===== config.mk =====
export PLATFORM = sky130hd
export DESIGN_NAME = uart_rx_param
export DESIGN_NICKNAME = d
export VERILOG_FILES = /design/src/rtl/uart_pkg.sv /design/src/rtl/uart_sync2.sv /design/src/rtl/uart_rx_param.sv
export SDC_FILE = /design/constraint.sdc
export NUM_CORES = 1
export LEC_CHECK = 0
export ABC_CLOCK_PERIOD_IN_PS = 4190
export CELL_PAD_IN_SITES_DETAIL_PLACEMENT = 1
export CELL_PAD_IN_SITES_GLOBAL_PLACEMENT = 2
export CORE_MARGIN = 5
export CORE_UTILIZATION = 38
export CTS_BUF_LIST = sky130_fd_sc_hd__clkbuf_16
export CTS_CLUSTER_SIZE = 20
export DETAILED_ROUTE_END_ITERATION = 16
export GPL_ROUTABILITY_DRIVEN = 1
export GPL_TIMING_DRIVEN = 0
export PLACE_DENSITY = 0.79
export SETUP_SLACK_MARGIN = 0.3
export SLEW_MARGIN = 20
export SYNTH_ARGS = -nofsm -noshare
export SYNTH_HDL_FRONTEND = slang
export SYNTH_SLANG_ARGS = --single-unit

===== constraint.sdc =====
create_clock -name sysclk -period 4.19 [get_ports sysclk]
set_input_delay 1.257 -clock sysclk [delete_from_list [all_inputs] [get_ports sysclk]]
set_output_delay 1.257 -clock sysclk [all_outputs]
set_load 0.005 [all_outputs]

===== src/rtl/uart_pkg.sv =====
// rtl/uart_pkg.sv - shared UART types and constants
package uart_pkg;

    typedef enum logic [2:0] {
        IDLE   = 3'd0,
        START  = 3'd1,
        DATA   = 3'd2,
        PARITY = 3'd3,
        STOP   = 3'd4
    } uart_rx_state_t;

    localparam logic PAR_MODE_EVEN = 1'b0;
    localparam logic PAR_MODE_ODD  = 1'b1;

    function automatic bit stop_bits_legal(input int n);
        return (n == 1) || (n == 2);
    endfunction

endpackage


===== src/rtl/uart_sync2.sv =====
// rtl/uart_sync2.sv - two-flop synchronizer with selectable reset value
module uart_sync2 #(
    parameter logic RESET_VAL = 1'b1
) (
    input  logic sysclk,
    input  logic reset,
    input  logic d,
    output logic q
);

    logic meta;

    always_ff @(posedge sysclk) begin
        if (!reset) begin
            meta <= RESET_VAL;
            q    <= RESET_VAL;
        end else begin
            meta <= d;
            q    <= meta;
        end
    end

endmodule


===== src/rtl/uart_rx_param.sv =====
// rtl/uart_rx_param.sv - parametrised oversampling UART receiver with held result
module uart_rx_param
    import uart_pkg::*;
#(
    parameter int DATA_BITS  = 8,
    parameter int OVERSAMPLE = 16,
    parameter int PARITY_EN  = 0,
    parameter int PARITY_ODD = 0,
    parameter int STOP_BITS  = 1
) (
    input  logic                 sysclk,
    input  logic                 reset,
    input  logic                 baud_tick,
    input  logic                 in,
    input  logic                 rx_en,
    input  logic                 rx_ack,
    output logic [DATA_BITS-1:0] rx_data,
    output logic                 rx_status,
    output logic                 frame_err,
    output logic                 parity_err,
    output logic                 overrun
);

    localparam int TW = $clog2(OVERSAMPLE);
    localparam int BW = $clog2(DATA_BITS + 1);
    localparam logic [TW-1:0] HALF_M1   = TW'(OVERSAMPLE / 2 - 1);
    localparam logic [TW-1:0] FULL_M1   = TW'(OVERSAMPLE - 1);
    localparam logic [BW-1:0] LAST_DATA = BW'(DATA_BITS - 1);
    localparam logic [BW-1:0] LAST_STOP = BW'(STOP_BITS - 1);
    localparam logic          PAR_MODE  = (PARITY_ODD != 0) ? PAR_MODE_ODD : PAR_MODE_EVEN;

    if (!stop_bits_legal(STOP_BITS)) begin : g_bad_stop_bits
        $error("uart_rx_param: STOP_BITS must be 1 or 2");
    end

    uart_rx_state_t       state_q, state_d;
    logic [TW-1:0]        tick_q, tick_d;
    logic [BW-1:0]        bit_q, bit_d;
    logic [DATA_BITS-1:0] shreg_q, shreg_d;
    logic                 par_q, par_d;
    logic                 frm_q, frm_d;
    logic                 line_s;
    logic                 char_done;

    uart_sync2 #(.RESET_VAL(1'b1)) u_sync (
        .sysclk (sysclk),
        .reset  (reset),
        .d      (in),
        .q      (line_s)
    );

    always_ff @(posedge sysclk) begin
        if (!reset) begin
            state_q <= IDLE;
            tick_q  <= '0;
            bit_q   <= '0;
            shreg_q <= '0;
            par_q   <= 1'b0;
            frm_q   <= 1'b0;
        end else begin
            state_q <= state_d;
            tick_q  <= tick_d;
            bit_q   <= bit_d;
            shreg_q <= shreg_d;
            par_q   <= par_d;
            frm_q   <= frm_d;
        end
    end

    always_comb begin
        state_d   = state_q;
        tick_d    = tick_q;
        bit_d     = bit_q;
        shreg_d   = shreg_q;
        par_d     = par_q;
        frm_d     = frm_q;
        char_done = 1'b0;
        if (baud_tick) begin
            case (state_q)
                IDLE: begin
                    if (rx_en && !line_s) begin
                        state_d = START;
                        tick_d  = '0;
                    end
                end
                START: begin
                    if (tick_q == HALF_M1) begin
                        tick_d = '0;
                        if (line_s) begin
                            state_d = IDLE;
                        end else begin
                            state_d = DATA;
                            bit_d   = '0;
                            par_d   = 1'b0;
                            frm_d   = 1'b0;
                        end
                    end else begin
                        tick_d = tick_q + 1'b1;
                    end
                end
                DATA: begin
                    if (tick_q == FULL_M1) begin
                        tick_d  = '0;
                        shreg_d = {line_s, shreg_q[DATA_BITS-1:1]};
                        if (bit_q == LAST_DATA) begin
                            bit_d   = '0;
                            state_d = (PARITY_EN != 0) ? PARITY : STOP;
                        end else begin
                            bit_d = bit_q + 1'b1;
                        end
                    end else begin
                        tick_d = tick_q + 1'b1;
                    end
                end
                PARITY: begin
                    if (tick_q == FULL_M1) begin
                        tick_d  = '0;
                        par_d   = (((^shreg_q) ^ line_s) != PAR_MODE);
                        bit_d   = '0;
                        state_d = STOP;
                    end else begin
                        tick_d = tick_q + 1'b1;
                    end
                end
                STOP: begin
                    if (tick_q == FULL_M1) begin
                        tick_d = '0;
                        frm_d  = frm_q | ~line_s;
                        // Leave at the last stop sample so a start edge late in the stop bit is seen.
                        if (bit_q == LAST_STOP) begin
                            state_d   = IDLE;
                            bit_d     = '0;
                            char_done = 1'b1;
                        end else begin
                            bit_d = bit_q + 1'b1;
                        end
                    end else begin
                        tick_d = tick_q + 1'b1;
                    end
                end
                default: state_d = IDLE;
            endcase
        end
    end

    // An ack coinciding with completion frees the holding slot for the new character.
    always_ff @(posedge sysclk) begin
        if (!reset) begin
            rx_data    <= '0;
            rx_status  <= 1'b0;
            frame_err  <= 1'b0;
            parity_err <= 1'b0;
            overrun    <= 1'b0;
        end else if (char_done) begin
            if (!rx_status || rx_ack) begin
                rx_data    <= shreg_q;
                frame_err  <= frm_d;
                parity_err <= par_q;
                rx_status  <= 1'b1;
                overrun    <= 1'b0;
            end else begin
                overrun <= 1'b1;
            end
        end else if (rx_ack && rx_status) begin
            rx_status <= 1'b0;
            overrun   <= 1'b0;
        end
    end

endmodule


==> reports/results.tsv <==
metric	value	unit
WL per Instance	15.7	um
area added between synthesis and finish	21.0	%
Final Setup Violations	0	
ANT nets after route	0	
Syn Nets	194	
cell area after synthesis	0.00178	mm^2
dpl hpwl	3070	um
Max stage delay cell, worst path	nor3_2	
share of cells above drive strength 1	10.5	%
clock sinks	35	
CP Data Required Time	4.35	ns
clk slew on worst S/H paths	0.05	ns
vias in the first global route	1480	
Core ar.	0.00463	mm^2
CP endpoint kind	flip-flop	
setup tns final	0	ns
Tmin final	2.99	ns
Pwr Density	328	mW/mm^2
placed cell area	0.00202	mm^2
Buf+Inv Stages, Crit Path	1	
DRT iter0 DRCs	44	
global route overflow	0	
Slew Limit Fails	0	
Synth Area in Simple Gates	26.2	%
Global Route Usage Sum	14.7	%
IO buf count	17	
sequential area share after synthesis	39.3	%
worst-skew pair later-pin latency	0.28	ns
CP Cell Sequence	clkdlybuf4s50_1 > nand4_1 > nor3_2 > mux2i_1 > nor2b_1	
static leakage	0.816	nW
outcome	complete, no violations	
Crit path arrival time	3.15	ns
initial cell density of the core	38.5	%
crit-path max cell delay	0.69	ns
Max IR drop VDD	133	uV
post-synthesis compound-gate area fraction	11.4	%
synth unique cells	45	
critical path class	in2reg	
io pins	18	
cts bufs inserted	5	
Final Core Density	46.6	%
Tcrit/Tclk final	71.3	%
total power	0.000708	W
Rel. slew slack	35.9	%
cell family with most CP delay	simple AND/OR/NAND/NOR gates	
dpl cells	256	
total of max-cap violations	0	
clock skew	0.00537	ns
width of the chip	78.5	um
nets@finish	218	
RSZ-0062 raised after global routing	false	
clk root buf	clkbuf_16	
#FFs+latches synth	35	
largest net degree at the start of global routing	11	
PostCTS Resize Cnt	0	
fill count	536	
most common cell after layout, fill and taps aside	dfxtp_1	
Vias	1384	
CTS Hold Buffers Added	0	
Post-CTS Setup Inserts	0	
fin cells	264	
Post-synth EDFFs	0	
post-synthesis mux area share	11.2	%
adder-cell share of the synthesized area	2.10	%
first-pass GRT wire length	6980	um
Hold WC Path Type	reg2reg	
Die ar.	0.00617	mm^2
std cell rows	25	
TritonCTS clock tree	built	
CP max FO	8	
final WL	4140	um
Gate Count Post-Synth	185	
Via-to-Cell Ratio	5.24	
final hold violation count	0	
final instance area	0.00216	mm^2
H-tree depth	2	
Clock Path Buffers	2	
Synthesis Warnings	0	
r2r setup slk	2.05	ns
most frequent cells in the layout	dfxtp_1 (35), nor2b_1 (24), mux2i_1 (20)	
Top FF cell, synth	dfxtp_1	
Post-synth ARST share	0	%
initial antenna violation count	0	
DRT Pass-1 Iters	4	
antenna cells	0	
slew of the pin with the lowest slew margin	0.937	ns
gp weighted congestion	0.812	
post-synthesis xor/xnor area fraction	5.19	%
height of the chip	78.5	um
CP Launch Type	primary input	
fmax	335	MHz
Residual DRC	0	
largest family of logic cells by synthesized area	simple AND/OR/NAND/NOR gates	
Syn Area/Cell	9.64	um^2
==> worst reg2reg max path: cells and delay by family (launching register included) <==
family	cells	cell delay [ns]
fa+ha+maj	1	0.32
mux	1	0.29
flops	1	0.37
simple gates	3	1.06
==> where the power goes <==
part	internal (W)	switching (W)
Clock	0.000215	0.000132
Sequential	0.000334	0.000000272
Combinational	0.0000138	0.0000135
Total	0.000562	0.000146
==> flip-flops by register name, indices dropped and copies added, names as in the netlist <==
signal       cells
parity_err       1
bit_q            4
u_sync.q         1
shreg_q          8
rx_status        1
overrun          1
frame_err        1
frm_q            1
tick_q           4
par_q            1
state_q          3
u_sync.meta      1
rx_data          8
==> layer usage <==
layer / track usage (%) / vias up / share of wire [%]
met4: 5.77 / 0 / 1.6
met2: 26.0 / 13 / 51
li1: - / 693 / -
met3: 3.78 / 5 / 2.4
met5: 0 / - / 0
met1: 16.9 / 673 / 45
==> area by class of cell <==
| class | count | area, um^2 | area share [%] |
|---|---|---|---|
| tap | 54 | 67.6 | 3.13 |
| clock buffer | 5 | 125 | 5.79 |
| inverter | 5 | 18.8 | 0.869 |
| buffer | 10 | 63.8 | 2.95 |
| timing repair buffer | 17 | 170 | 7.88 |
| multi-input combinational | 135 | 1000 | 46.3 |
| sequential | 35 | 701 | 32.4 |
| clock inverter | 3 | 12.5 | 0.579 |
==> worst paths after layout <==
path | startpoint | to | cells past startpoint
max | baud_tick | shreg_q[0]$_SDFFE_PN0P_ | 5
min | u_sync.meta$_SDFF_PN1_ | u_sync.q$_SDFF_PN1_ | 1
max reg2reg | tick_q[0]$_SDFFE_PN0P_ | shreg_q[0]$_SDFFE_PN0P_ | 5
min reg2reg | u_sync.meta$_SDFF_PN1_ | u_sync.q$_SDFF_PN1_ | 1
==> stage by stage <==
step           hold slack (ns)  setup WS, ns
4_1_cts                  0.414          1.18
3_5_place_dp             0.401         0.903
6_report                 0.410          1.20
3_3_place_gp             0.394         0.971
5_1_grt                  0.433          1.09
2_1_floorplan            0.386          1.83
==> cells in the mapped netlist, types with 2 or more instances <==
cell type	count	area share, %
nor3b_1	3	1.3
a21oi_1	2	0.56
nand2b_1	5	1.8
mux2i_1	20	11
buf_2	2	0.56
a21boi_1	3	1.3
xnor2_1	6	2.9
a21boi_0	5	2.1
nor2_1	7	1.5
nand4_1	3	1.1
o21ai_0	9	2.5
or4b_1	2	1.1
ha_1	3	2.1
clkbuf_1	4	0.84
and2b_2	2	0.98
inv_1	5	1.1
nand3b_1	3	1.3
a211oi_1	2	0.84
nand2_1	5	1.1
or4_1	2	0.84
nor3_1	3	0.84
and3_1	2	0.70
dfxtp_1	35	39
xor2_1	2	0.98
nor2b_1	24	8.4
nand3_1	5	1.4
buf_6	3	1.9
==> cells by family (layout without fill, tap and decap cells) <==
family	Yosys count	in the layout
AOI/OAI and AO/OA	29	29
xor gates and xnor gates	9	9
adders and majority gates	3	3
buffers and inverters	15	40
DFF	35	35
muxes	20	20
and+or+nand+nor	74	74
(Power assumes the default switching activity.)
==> RTL edit, RTL diff (config.mk and constraints unchanged) <==
`PARITY_ODD`: 0 -> 1.
--- a/src/rtl/uart_rx_param.sv
+++ b/src/rtl/uart_rx_param.sv
@@ -6,5 +6,5 @@
     parameter int OVERSAMPLE = 16,
     parameter int PARITY_EN  = 0,
-    parameter int PARITY_ODD = 0,
+    parameter int PARITY_ODD = 1,
     parameter int STOP_BITS  = 1
 ) (
Function: no difference found for any inputs over 10 cycles, from zero or initial values and one cycle with reset low; that may be too few to reach the edited logic, so the function may still have changed.
==> RTL edit against the unedited design <==
Setup slack gained 0.13 ns. Largest power group unchanged. Cell area grew 0.12%. Critical path depth rose by 1. Total power increased by 9.9%. Sequential cell count stayed put. Core utilization increased by 2.3 points. Largest cell class unchanged. Non-clock buffer count fell by 2. Highest routed layer unchanged. Routed wire length down 0.75%. Synthesized area down 1.4%.
==> RTL edit: results (changes against the unedited design) <==
==================================================================================
Slack of the worst reg-to-reg path ..................................      2.17 ns   +0.12 ns
Biggest fanout along the worst timing path ..........................           10   +2
Crit-path slowest cell .............................................. sky130_fd_sc_hd__clkdlybuf4s50_1
Final setup violating endpoints .....................................            0   unchanged
Fraction of met1 tracks used by global routing ......................       18.07%   +1.1 points
Synthesized netlist net count .......................................          199   +2.6%
Final critical delay including setup and external delays ............     2.859 ns   -0.1269 ns
Met2 Usage GRT ......................................................       24.09%   -1.9 points
Mean instance size in the synthesized netlist .......................  9.259 sq um   -4.0%
Run status .......................................................... finished clean
DRT iter0 DRCs ......................................................           53   +20%
Number of global-route vias before repair ...........................         1498   +1.2%
Met3 global-route usage .............................................       4.005%   +0.22 points
Fin nets ............................................................          223   +2.3%
Placed insts ........................................................          259   +1.2%
Sequential element share of the synthesized area ....................       39.83%   +0.56 points
Fraction of synthesized area in multiplexers ........................       10.24%   -0.98 points
Max stage delay on crit path ........................................      0.51 ns   -0.18 ns
Post-synthesis xor/xnor area fraction ...............................       3.983%   -1.2 points
GRT Util Overall ....................................................       14.40%   -0.35 points
Worst Setup Slack post-DPL ..........................................     1.036 ns   +0.1335 ns
Gate family responsible for the most delay along the worst path ..... buffers and inverters
DPL Wire Length .....................................................      3038 um   -1.1%
Most common library cells after synthesis ........................... sky130_fd_sc_hd__dfxtp_1 (35), sky130_fd_sc_hd__mux2i_1 (18), sky130_fd_sc_hd__nor2_1 (18)
Aggregate routed wire length ........................................      4109 um   -0.75%
Fill count ..........................................................          516   -3.7%
Global-route wire length before repair ..............................      7231 um   +3.6%
Reg-to-reg critical path endpoint ...................................     bit_q[2]
Clock skew after layout .............................................  0.006625 ns   +0.001257 ns
Count of different cell masters after synthesis .....................           47   +4.4%
Pin count of the biggest net entering global routing ................           13   +2
Leading cell types by total area after synthesis .................... sky130_fd_sc_hd__dfxtp_1 (40%), sky130_fd_sc_hd__mux2i_1 (10%), sky130_fd_sc_hd__nor2_1 (3.8%), sky130_fd_sc_hd__xnor2_1 (3.0%), sky130_fd_sc_hd__a21oi_1 (2.8%)
Via-per-instance ratio ..............................................        5.273   +0.59%
Leak pwr ............................................................    0.7411 nW   -9.2%
Relative slew slack .................................................       61.53%   +26 points
Share of final-layout standard cells stronger than drive strength 1 .       10.70%   +0.22 points
Fraction of the mapped netlist area in compound gates ...............       15.01%   +3.6 points
Worst EP arrival ....................................................      3.01 ns   -0.14 ns
Adder-Cell Fraction of Synth Area ...................................       2.134%   +0.030 points
==================================================================================
## RTL edit: cell types whose count changed after synthesis, sizes merged, moves of 3 or more
| cell | delta |
|---|---|
| inv | +3 |
| a21boi | -6 |
| nor2 | +11 |
| nor2b | -17 |
| a21oi | +7 |
| nand2 | +7 |
## RTL edit: worst max-delay path by stage
stage	startpoint	to	depth (start not counted)
6_report	baud_tick	rx_data[1]	6
4_1_cts	baud_tick	rx_data[1]	6
5_1_grt	baud_tick	rx_data[6]	6
3_3_place_gp	baud_tick	rx_data[0]	6
2_1_floorplan	baud_tick	rx_data[0]	5
3_5_place_dp	baud_tick	rx_data[1]	6
## RTL edit: cells by family after synthesis
group | after synthesis
compound gates | 35
xor+xnor | 8
fa+ha+maj | 3
buf+inv | 16
flops | 35
mux | 18
simple gates | 75
## RTL edit: layer usage
layer  wire [um]  share of wire [%]  vias up
met5           0                  0        -
met4          50                1.2        0
met3         132                3.2        5
met2        2038                 50       16
met1        1888                 46      676
li1            -                  -      711
## RTL edit: area by class of cell
type                            count  share of cell area, %
Multi-Input combinational cell    139                  45.54
Tap cell                           52                  3.009
Buffer                              8                  2.025
Sequential cell                    35                  32.41
Clock buffer                        5                  5.787
Inverter                            8                  1.389
Timing Repair Buffer               17                  7.870
Clock inverter                      3                  1.968
## RTL edit: metrics by stage
step	hold WS, ns	area (sq um)
2_1_floorplan	0.3863	1759
3_3_place_gp	0.3898	1994
3_5_place_dp	0.4028	1994
4_1_cts	0.4168	2162
5_1_grt	0.4438	2162
6_report	0.4091	2162
## RTL edit: power by group
group          total, mW  switching [mW]  internal (mW)
clock              0.422           0.142          0.280
combinational     0.0220          0.0124        0.00963
sequential         0.335         0.00105          0.334
